[src/rtl/seg_pkg.sv]
// Shared constants for the 7-segment scan driver: active-high glyph table,
// the all-off segment value and the output polarity helper.
package seg_pkg;

    localparam logic [6:0] SEG_OFF = 7'h00;

    // Bit order g f e d c b a, active-high.
    localparam logic [6:0] GLYPH [16] = '{
        7'h3F, 7'h06, 7'h5B, 7'h4F,
        7'h66, 7'h6D, 7'h7D, 7'h07,
        7'h7F, 7'h6F, 7'h77, 7'h7C,
        7'h39, 7'h5E, 7'h79, 7'h71
    };

    function automatic logic [6:0] polarity(input logic [6:0] x, input logic active_low);
        return x ^ {7{active_low}};
    endfunction

endpackage

[src/rtl/seg_glyph_dec.sv]
// Combinational hex nibble to active-high 7-segment glyph, with a dark override.
module seg_glyph_dec
    import seg_pkg::*;
(
    input  logic [3:0] nibble_i,
    input  logic       dark_i,
    output logic [6:0] glyph_o
);

    always_comb begin
        glyph_o = dark_i ? SEG_OFF : GLYPH[nibble_i];
    end

endmodule

[src/rtl/seg_scan_driver.sv]
// Time-multiplexed multi-digit 7-segment driver with a frame-synchronous shadow
// register, leading-zero suppression, per-digit blanking and a ghosting guard cycle.
module seg_scan_driver
    import seg_pkg::*;
#(
    parameter int DIGITS     = 8,
    parameter int SCAN_DIV   = 1000,
    parameter bit ACTIVE_LOW = 1'b1
) (
    input  logic                  clk,
    input  logic                  rst_n,
    input  logic                  en,
    input  logic                  load,
    input  logic [4*DIGITS-1:0]   data,
    input  logic [DIGITS-1:0]     dp_in,
    input  logic [DIGITS-1:0]     blank_in,
    input  logic                  lz_en,
    output logic                  pending,
    output logic [6:0]            seg_o,
    output logic                  dp_o,
    output logic [DIGITS-1:0]     an_o
);

    localparam int DW = (SCAN_DIV > 1) ? $clog2(SCAN_DIV) : 1;
    localparam int IW = (DIGITS > 1) ? $clog2(DIGITS) : 1;
    localparam logic [DW-1:0] DIV_LAST = DW'(SCAN_DIV - 1);
    localparam logic [IW-1:0] IDX_LAST = IW'(DIGITS - 1);
    localparam logic [DIGITS-1:0] AN_OFF = {DIGITS{ACTIVE_LOW}};
    localparam logic [6:0] SEG_OFF_PIN = {7{ACTIVE_LOW}};

    logic [DW-1:0]         div_q, div_d;
    logic [IW-1:0]         idx_q, idx_d;
    logic [4*DIGITS-1:0]   sh_data_q, act_data_q;
    logic [DIGITS-1:0]     sh_dp_q, sh_blank_q, act_dp_q, act_blank_q;
    logic                  pending_q, pending_d;
    logic [6:0]            seg_q, seg_d;
    logic                  dp_q, dp_d;
    logic [DIGITS-1:0]     an_q, an_d;

    logic                  tc, commit;
    logic [3:0]            cur_nib;
    logic                  cur_dp, cur_blank, lead_zero, dark;
    logic [6:0]            glyph;
    logic [DIGITS-1:0]     an_hot;

    always_comb begin
        tc        = (div_q == DIV_LAST);
        commit    = tc && (idx_q == IDX_LAST) && pending_q;
        div_d     = tc ? '0 : div_q + 1'b1;
        idx_d     = idx_q;
        if (tc) begin
            idx_d = (idx_q == IDX_LAST) ? '0 : idx_q + 1'b1;
        end
        // A load coinciding with a commit keeps pending set for the next frame.
        pending_d = load ? 1'b1 : (commit ? 1'b0 : pending_q);
    end

    always_comb begin
        cur_nib   = 4'h0;
        cur_dp    = 1'b0;
        cur_blank = 1'b0;
        lead_zero = 1'b1;
        for (int i = 0; i < DIGITS; i++) begin
            if (idx_q == IW'(i)) begin
                cur_nib   = act_data_q[4*i +: 4];
                cur_dp    = act_dp_q[i];
                cur_blank = act_blank_q[i];
            end
            if (i >= int'(idx_q) && act_data_q[4*i +: 4] != 4'h0) begin
                lead_zero = 1'b0;
            end
        end
        dark = cur_blank || (lz_en && (idx_q != '0) && lead_zero);
    end

    seg_glyph_dec u_dec (
        .nibble_i (cur_nib),
        .dark_i   (dark),
        .glyph_o  (glyph)
    );

    always_comb begin
        an_hot = DIGITS'(1) << idx_q;
        seg_d  = SEG_OFF_PIN;
        dp_d   = ACTIVE_LOW;
        an_d   = AN_OFF;
        if (en) begin
            seg_d = polarity(glyph, ACTIVE_LOW);
            dp_d  = (cur_dp && !dark) ^ ACTIVE_LOW;
            // div == 0 is the guard cycle: no anode while segments settle.
            if (div_q != '0) begin
                an_d = an_hot ^ AN_OFF;
            end
        end
    end

    always_ff @(posedge clk or negedge rst_n) begin
        if (!rst_n) begin
            div_q       <= '0;
            idx_q       <= '0;
            sh_data_q   <= '0;
            sh_dp_q     <= '0;
            sh_blank_q  <= '0;
            act_data_q  <= '0;
            act_dp_q    <= '0;
            act_blank_q <= '0;
            pending_q   <= 1'b0;
            seg_q       <= SEG_OFF_PIN;
            dp_q        <= ACTIVE_LOW;
            an_q        <= AN_OFF;
        end else begin
            div_q     <= div_d;
            idx_q     <= idx_d;
            pending_q <= pending_d;
            seg_q     <= seg_d;
            dp_q      <= dp_d;
            an_q      <= an_d;
            if (commit) begin
                act_data_q  <= sh_data_q;
                act_dp_q    <= sh_dp_q;
                act_blank_q <= sh_blank_q;
            end
            if (load) begin
                sh_data_q  <= data;
                sh_dp_q    <= dp_in;
                sh_blank_q <= blank_in;
            end
        end
    end

    assign pending = pending_q;
    assign seg_o   = seg_q;
    assign dp_o    = dp_q;
    assign an_o    = an_q;

endmodule

[config.mk]
export PLATFORM = sky130hd
export DESIGN_NAME = seg_scan_driver
export DESIGN_NICKNAME = d
export VERILOG_FILES = /design/src/rtl/seg_pkg.sv /design/src/rtl/seg_glyph_dec.sv /design/src/rtl/seg_scan_driver.sv
export SDC_FILE = /design/constraint.sdc
export NUM_CORES = 1
export LEC_CHECK = 0
export ABC_AREA = 1
export BUFFER_PORTS_ARGS = -buffer_cell sky130_fd_sc_hd__clkbuf_2
export CAP_MARGIN = 20
export CORE_MARGIN = 3
export CORE_UTILIZATION = 30
export CTS_BUF_LIST = sky130_fd_sc_hd__clkbuf_16
export CTS_CLUSTER_SIZE = 20
export DETAILED_ROUTE_END_ITERATION = 10
export SKIP_CTS_REPAIR_TIMING = 1
export SLEW_MARGIN = 20
export SYNTH_ARGS = -nofsm -noshare
export SYNTH_HDL_FRONTEND = slang
export SYNTH_SLANG_ARGS = --single-unit
[constraint.sdc]
create_clock -name clk -period 7.4 [get_ports clk]
set_input_delay 0.74 -clock clk [delete_from_list [all_inputs] [get_ports clk]]
set_output_delay 0.74 -clock clk [all_outputs]
set_load 0.005 [all_outputs]
## After elaboration in Yosys (flattened, before gate mapping)

Memory sizes are Yosys's and may differ from the RTL's.
Index checks and enable logic that the tools add are counted.

| cells by class | value |
|---|---|
| add/sub/neg operators | 2 |
| $lt $le $gt $ge | 8 |
| equal/unequal tests | 8 |
| shifts and indexed selects | 1 |
| mux-type cells | 43 |
| bitwise gates (word level) | 4 |
| reductions and logical operators | 26 |

Operators with widths:

| operator | number |
|---|---|
| $mux 4 | 8 |
| $reduce_bool 4->1 | 8 |
| $mux 7 | 4 |
| $mux 1 | 27 |
| $mux 8 | 2 |
| $eq 3x3->1 const B | 4 |
| $logic_and 1x1->1 | 12 |
| $add 10x1->10 const B | 1 |
| $eq 10x10->1 const B | 1 |
| $mux 10 | 1 |
| $reduce_bool 10->1 | 1 |
| $ge 3x3->1 const A | 3 |
| $not 8->8 | 1 |
| $shl 1x3->8 const A | 1 |
| $not 7->7 | 1 |
| $eq 3x2->1 const B | 2 |
| $ge 1x3->1 const A | 2 |
| $ge 2x3->1 const A | 2 |
| $ge 5x5->1 const B | 1 |
| $not 4->5 | 1 |
| $add 3x1->3 const B | 1 |
| $eq 3x1->1 const B | 1 |
| $logic_not 3->1 | 1 |
| $mux 3 | 1 |
| other kinds (5) | 5 |

| storage, ports and cells | value |
|---|---|
| flip-flop bits (word level) | 126 |
| bits in read-only memories | 112 |
| memories | 1 |

Memory list:

| name | words | bits a word | read ports | clocked after memory_dff | wr ports | line | source |
|---|---|---|---|---|---|---|---|
| (name not given) | 16 | 7 | 1 | 0 | 0 | seg_glyph_dec.sv:11 | `glyph_o = dark_i ? SEG_OFF : GLYPH[nibble_i];` |

## Longest topological paths before layout

| logic depth | value |
|---|---|
| depth after elaboration | 16 |
| mapped depth | 19 |
| gate-level depth less buffers | 18 |

## By module

From an unflattened synthesis, not the netlist that was laid out.

| second synthesis, totals | value |
|---|---|
| cells, all modules | 718 |
| area, all modules | 5,900.7 µm² |

By module, submodules not included:

| module | instances | cells an instance | area each (µm²) | sequential area each (µm²) |
|---|---|---|---|---|
| seg_scan_driver | 1 | 664 | 5,580.4 | 3,173.0 |
| seg_glyph_dec | 1 | 54 | 320.3 | 0.0 |

## Least setup slack after synthesis

OpenSTA, ideal clock, no wires.

| timing path | value |
|---|---|
| path type | reg2reg |
| start point | reg idx_q[1] |
| end point | reg seg_q[3] (netlist: seg_o[3]) |
| arrival | 2,241 ps |
| required time | 7,314 ps |
| setup slack | 5,073 ps |
| cell stages (with the launch flop) | 13 |
| cells stage by stage | dfrtp_1 ha_1 ha_1 clkbuf_1 inv_1 or2_2 nand2_1 inv_1 ha_1 inv_1 nand2_1 nand3_1 nand3_1 |

| on the way | value |
|---|---|
| longest elaborated chain between the ends | 16 |
| elaborated cells between the ends (all ways) | 57 |
| classes of those cells | 7 x order compare; 7 x eq/ne; 28 x mux; 2 x bitwise; 12 x reduce/logical; 1 x memory |

Ends and longest elaborated chain:

| item | line | source |
|---|---|---|
| from (decl) | seg_scan_driver.sv:32 | `logic [IW-1:0] idx_q, idx_d;` |
| from (signal assigned) | seg_scan_driver.sv:113 | `idx_q <= idx_d;` |
| $logic_not 3->1 | seg_scan_driver.sv:64 | `if (idx_q == IW'(i)) begin` |
| $mux 4 (8 in series) | seg_scan_driver.sv:64 |  |
| $not 4->5 (implied by the code) | seg_glyph_dec.sv:11 |  |
| $mem_v2 16x7 | -- |  |
| $mux 7 (implied by the code) (2 in series) | seg_glyph_dec.sv:11 |  |
| $mux 7 (*) | seg_glyph_dec.sv:11 |  |
| $not 7->7 (no source line) (*) | -- |  |
| $mux 7 (*) | seg_scan_driver.sv:87 | `if (en) begin` |
| via seg_d[3] | seg_scan_driver.sv:36 | `logic [6:0] seg_q, seg_d;` |
| to (signal assigned) | seg_scan_driver.sv:115 | `seg_q <= seg_d;` |
| to (decl) | seg_scan_driver.sv:36 |  |

The timed path passes the listed nets; every way through them passes the cells marked *. The select of a mux whose other input is x is not followed.
A chain may end at the register's enable or synchronous reset.

## Worst setup path after layout

| timing path | value |
|---|---|
| start point | reg idx_q[0] |
| end point | reg act_data_q[28] |

| on the way | value |
|---|---|
| longest elaborated chain between the ends | 3 |

Ends and longest elaborated chain:

| item | line | source |
|---|---|---|
| $eq 3x3->1 | seg_scan_driver.sv:48 | `commit = tc && (idx_q == IDX_LAST) && pending_q;` |
| $logic_and 1x1->1 (2 in series) | seg_scan_driver.sv:48 |  |
| to (signal assigned) | seg_scan_driver.sv:119 | `act_data_q <= sh_data_q;` |
| to (decl) | seg_scan_driver.sv:33 | `logic [4*DIGITS-1:0] sh_data_q, act_data_q;` |

No other way between the ends.

==> impl_summary.txt <==
----------------------------------------------------
[Detailed routing]
  DRC violation count after routing ... 0
  Post-route ant nets ... 0
  Final wirelength ... 12,740 µm
  Number of vias in the routed layout ... 4,450
  Vias per std cell ... 4.350
  DRT iter0 DRCs ... 265
  Drt first pass iters ... 4
  Mean routed wirelength per cell ... 12.45 µm

[Yosys]
  Cell types with the largest area share after synthesis ... sky130_fd_sc_hd__dfrtp_1, sky130_fd_sc_hd__nand2_1, sky130_fd_sc_hd__o21ai_0
  Synthesis-stage register bit count ... 126
  Cell taking the most area after synthesis ... sky130_fd_sc_hd__dfrtp_1
  Post-Synthesis Cell Area ... 0.005838 mm²
  Mean Syn Cell Area ... 8.535 µm²
  Number of nets produced by synthesis ... 751
  Gate count of the mapped netlist ... 684
  Fraction of the yosys area taken by sequential cells ... 54.35%
  Area fraction of the dominant cell type after synthesis ... 47.15%
  Number of distinct library cell variants in the gate-level netlist after synthesis ... 38
  Synth warn ... 0

[Clocking]
  TritonCTS buffer count ... 17
  Deepest clock path buffer count ... 2
  TritonCTS clock tree ... done
  Clock root cell ... sky130_fd_sc_hd__clkbuf_16
  Clock slew at the register clock pins of the worst setup and hold paths ... 0.05 ns
  Deepest level of the CTS H-tree ... 4
  Later-pin clock latency in the skew report ... 0.42 ns
  Clock tree sinks ... 126

[Timing]
  Worst-Margin Slew ... 0.8691 ns
  Final hold violations ... 0
  Setup WS post-layout ... 4.604 ns
  Clock skew ... 0.01007 ns
  Post-route fraction of the period consumed by the critical path ... 37.78%
  Setup TNS ... 0 ns
  Time the final worst path needs with I/O delays and setup ... 2.796 ns
  Number of pins exceeding their max-slew limit in the final report ... 0
  Slew HR ... 42.06%
  Unrepaired setup endpoints after global routing ... no
  Fmax achieved ... 357.7 MHz
  Number of setup violations in the final report ... 0

[Critical path]
  Critical path start-end classification ... register to register
  Required time of the worst setup path ... 7.72 ns
  Kind of end point of the critical path ... register
  Highest-delay cell along the critical path ... sky130_fd_sc_hd__nand3_2
  Max stage delay on crit path ... 0.65 ns
  Top fanout value on the critical path ... 52
  Kind of launch point of the worst setup path ... register
  Most prevalent standard cell on the critical path ... sky130_fd_sc_hd__ha_1
  Sequence of cells on the critical path ... ha_1 -> ha_1 -> nand3_2 -> buf_4 -> o21ai_0
  Arrival time of the worst setup path ... 3.12 ns

[Floorplan]
  Initial cell density of the core ... 30.90%
  Placeable Area ... 0.01889 mm²
  Die Area ... 0.02117 mm²
  Chip width ... 145.5 µm
  Height of the die ... 145.5 µm
  Rows ... 50
  I/O pins ... 70

[GRT]
  GR Util All Layers ... 12.76%
  Global-route wire length before repair ... 21,820 µm
  Total grt overflow ... 0
  Antenna violations before repair ... 0
  Via count of the first global-routing pass ... 4,284
  Pin count of the biggest net entering global routing ... 98

[Pwr]
  P_leak ... 3.489 nW
  Relative contribution of the clock network to total power ... 52.3%
  Worst supply voltage drop on vdd ... 0.1578 mV
  Sw power ... 0.3616 mW
  Total power after layout ... 1.663 mW
  Fraction of power spent switching nets ... 21.75%
  Internal power contribution ... 1.301 mW
  Sequential group share of total power ... 43.4%
  Part of the power in combinational logic ... 4.3%
  Ratio of total power to cell area ... 236.1 mW/mm²

[Placed design]
  RePlAce Congestion ... 0.8215
  Cell area after placement ... 0.006425 mm²
  Number of buffer cells added on primary ports ... 69
  Pre-CTS setup slack ... 4.602 ns
  HPWL after detailed placement ... 9140 µm

[Run status]
  Result of the run ... completed

[Final layout]
  N_diodes ... 0
  Final Instance Area ... 0.007044 mm²
  Area added between synthesis and finish ... 20.66%
  Nets ... 817
  Fraction of layout instances using a drive strength above 1 ... 18.87%

[Worst hold path]
  Type of the worst min-delay path ... primary input to asynchronous set/reset pin

[Run]
  Max-capacitance violation count ... 0

----------------------------------------------------
-- cell type report --
type	instances	area [µm²]
Clock buffer	17	425.4
Clock inverter	15	193.9
Fill cell	2011	11850
Inverter	104	399.1
Multi-Input combinational cell	429	2157
Sequential cell	126	3173
Tap cell	260	325.3
Timing Repair Buffer	72	370.4
-- registers in the layout (all words and copies together), names as in the netlist --
register	count
pending	1
div_q	10
seg_o	7
sh_blank_q	8
sh_dp_q	8
act_blank_q	8
idx_q	3
act_dp_q	8
dp_o	1
an_o	8
sh_data_q	32
act_data_q	32
-- worst max-delay path: cells and delay by family, from the launching register on --
family / cells / cell delay (ns)
AND/OR/NAND/NOR: 1 / 0.65
flip-flops: 1 / 0.63
adder cells (fa/ha/maj): 2 / 0.63
buffers and inverters: 1 / 0.53
AO/OA/AOI/OAI: 1 / 0.24
-- cell usage in the layout (no fill, tap or decap), drive strengths merged, types with 2 or more instances in the layout --
| cell type | netlist | layout |
|---|---|---|
| ha | 14 | 14 |
| o211ai | 3 | 3 |
| clkinvlp | 0 | 3 |
| nor4 | 3 | 3 |
| clkinv | 1 | 6 |
| nor2 | 19 | 19 |
| or2 | 6 | 6 |
| dfrtp | 110 | 110 |
| nand3 | 43 | 43 |
| nand4 | 6 | 6 |
| clkbuf | 17 | 85 |
| a31oi | 2 | 2 |
| inv | 103 | 106 |
| buf | 8 | 4 |
| bufinv | 0 | 4 |
| a21oi | 16 | 16 |
| o21ai | 112 | 112 |
| nand2 | 190 | 190 |
| o22ai | 2 | 2 |
| nor3 | 8 | 8 |
| dfstp | 16 | 16 |
-- kinds of logic after synthesis --
group                      share of synthesized area (%)
buffers and inverters                              8.787
xor gates and xnor gates                          0.1500
AOI/OAI and AO/OA                                  12.82
adders and majority gates                          3.000
and+or+nand+nor                                    20.90
DFF                                                54.35
-- final timing paths --
check | from | endpoint | slack, ns | depth (start not counted)
max in group asynchronous | rst_n | act_data_q[18]$_DFFE_PN0P_ | 5.68 | 2
worst min-delay path | rst_n | act_dp_q[7]$_DFFE_PN0P_ | 0.41 | 1
worst max-delay path | idx_q[0]$_DFFE_PN0N_ | act_data_q[28]$_DFFE_PN0P_ | 4.60 | 5
min in group clk | div_q[0]$_DFF_PN0_ | div_q[0]$_DFF_PN0_ | 0.47 | 1
worst min register to register | div_q[0]$_DFF_PN0_ | div_q[0]$_DFF_PN0_ | 0.47 | 1
worst max register to register | idx_q[0]$_DFFE_PN0N_ | act_data_q[28]$_DFFE_PN0P_ | 4.60 | 5
-- layer usage --
layer  vias up  global-route usage, %  share of wire (%)
li1       2317                      -                  -
met1      2045                  18.17                 50
met2        81                  18.77                 45
met3         7                  3.862                3.7
met4         0                  3.846               0.93
met5         -                      0                  0
-- power groups by stage --
stage	Sequential [mW]	Combinational (mW)	Clock (mW)
floorplan	0.733	0.0319	0
detailed placement	0.734	0.0750	0
global placement	0.734	0.0735	0
global route	0.724	0.0859	0.923
finish	0.722	0.0715	0.869
CTS	0.722	0.0754	0.889
-- stage by stage --
step                      util (%)  hold WS [ns]  cells
after CTS                    37.28        0.4178   1023
final                        37.28        0.4078   1023
after detailed placement     34.01        0.4708    991
after floorplan                  -        0.4322    684
after global placement       34.01        0.4533    991
after global routing         37.28        0.4457   1023
-- synth_stat cells (all sizes together) --
master,n
o21ai,112
inv,103
clkbuf,17
a22oi,1
dfrtp,110
a21oi,16
nor4,3
o31ai,1
nor3,8
a21boi,1
o22ai,2
o211ai,3
or2,6
nand2,190
ha,14
nor2,19
nand3,43
buf,8
and3,1
dfstp,16
a31oi,2
clkinv,1
xor2,1
nand4,6
Note: power is estimated with default switching activity, not from simulation.
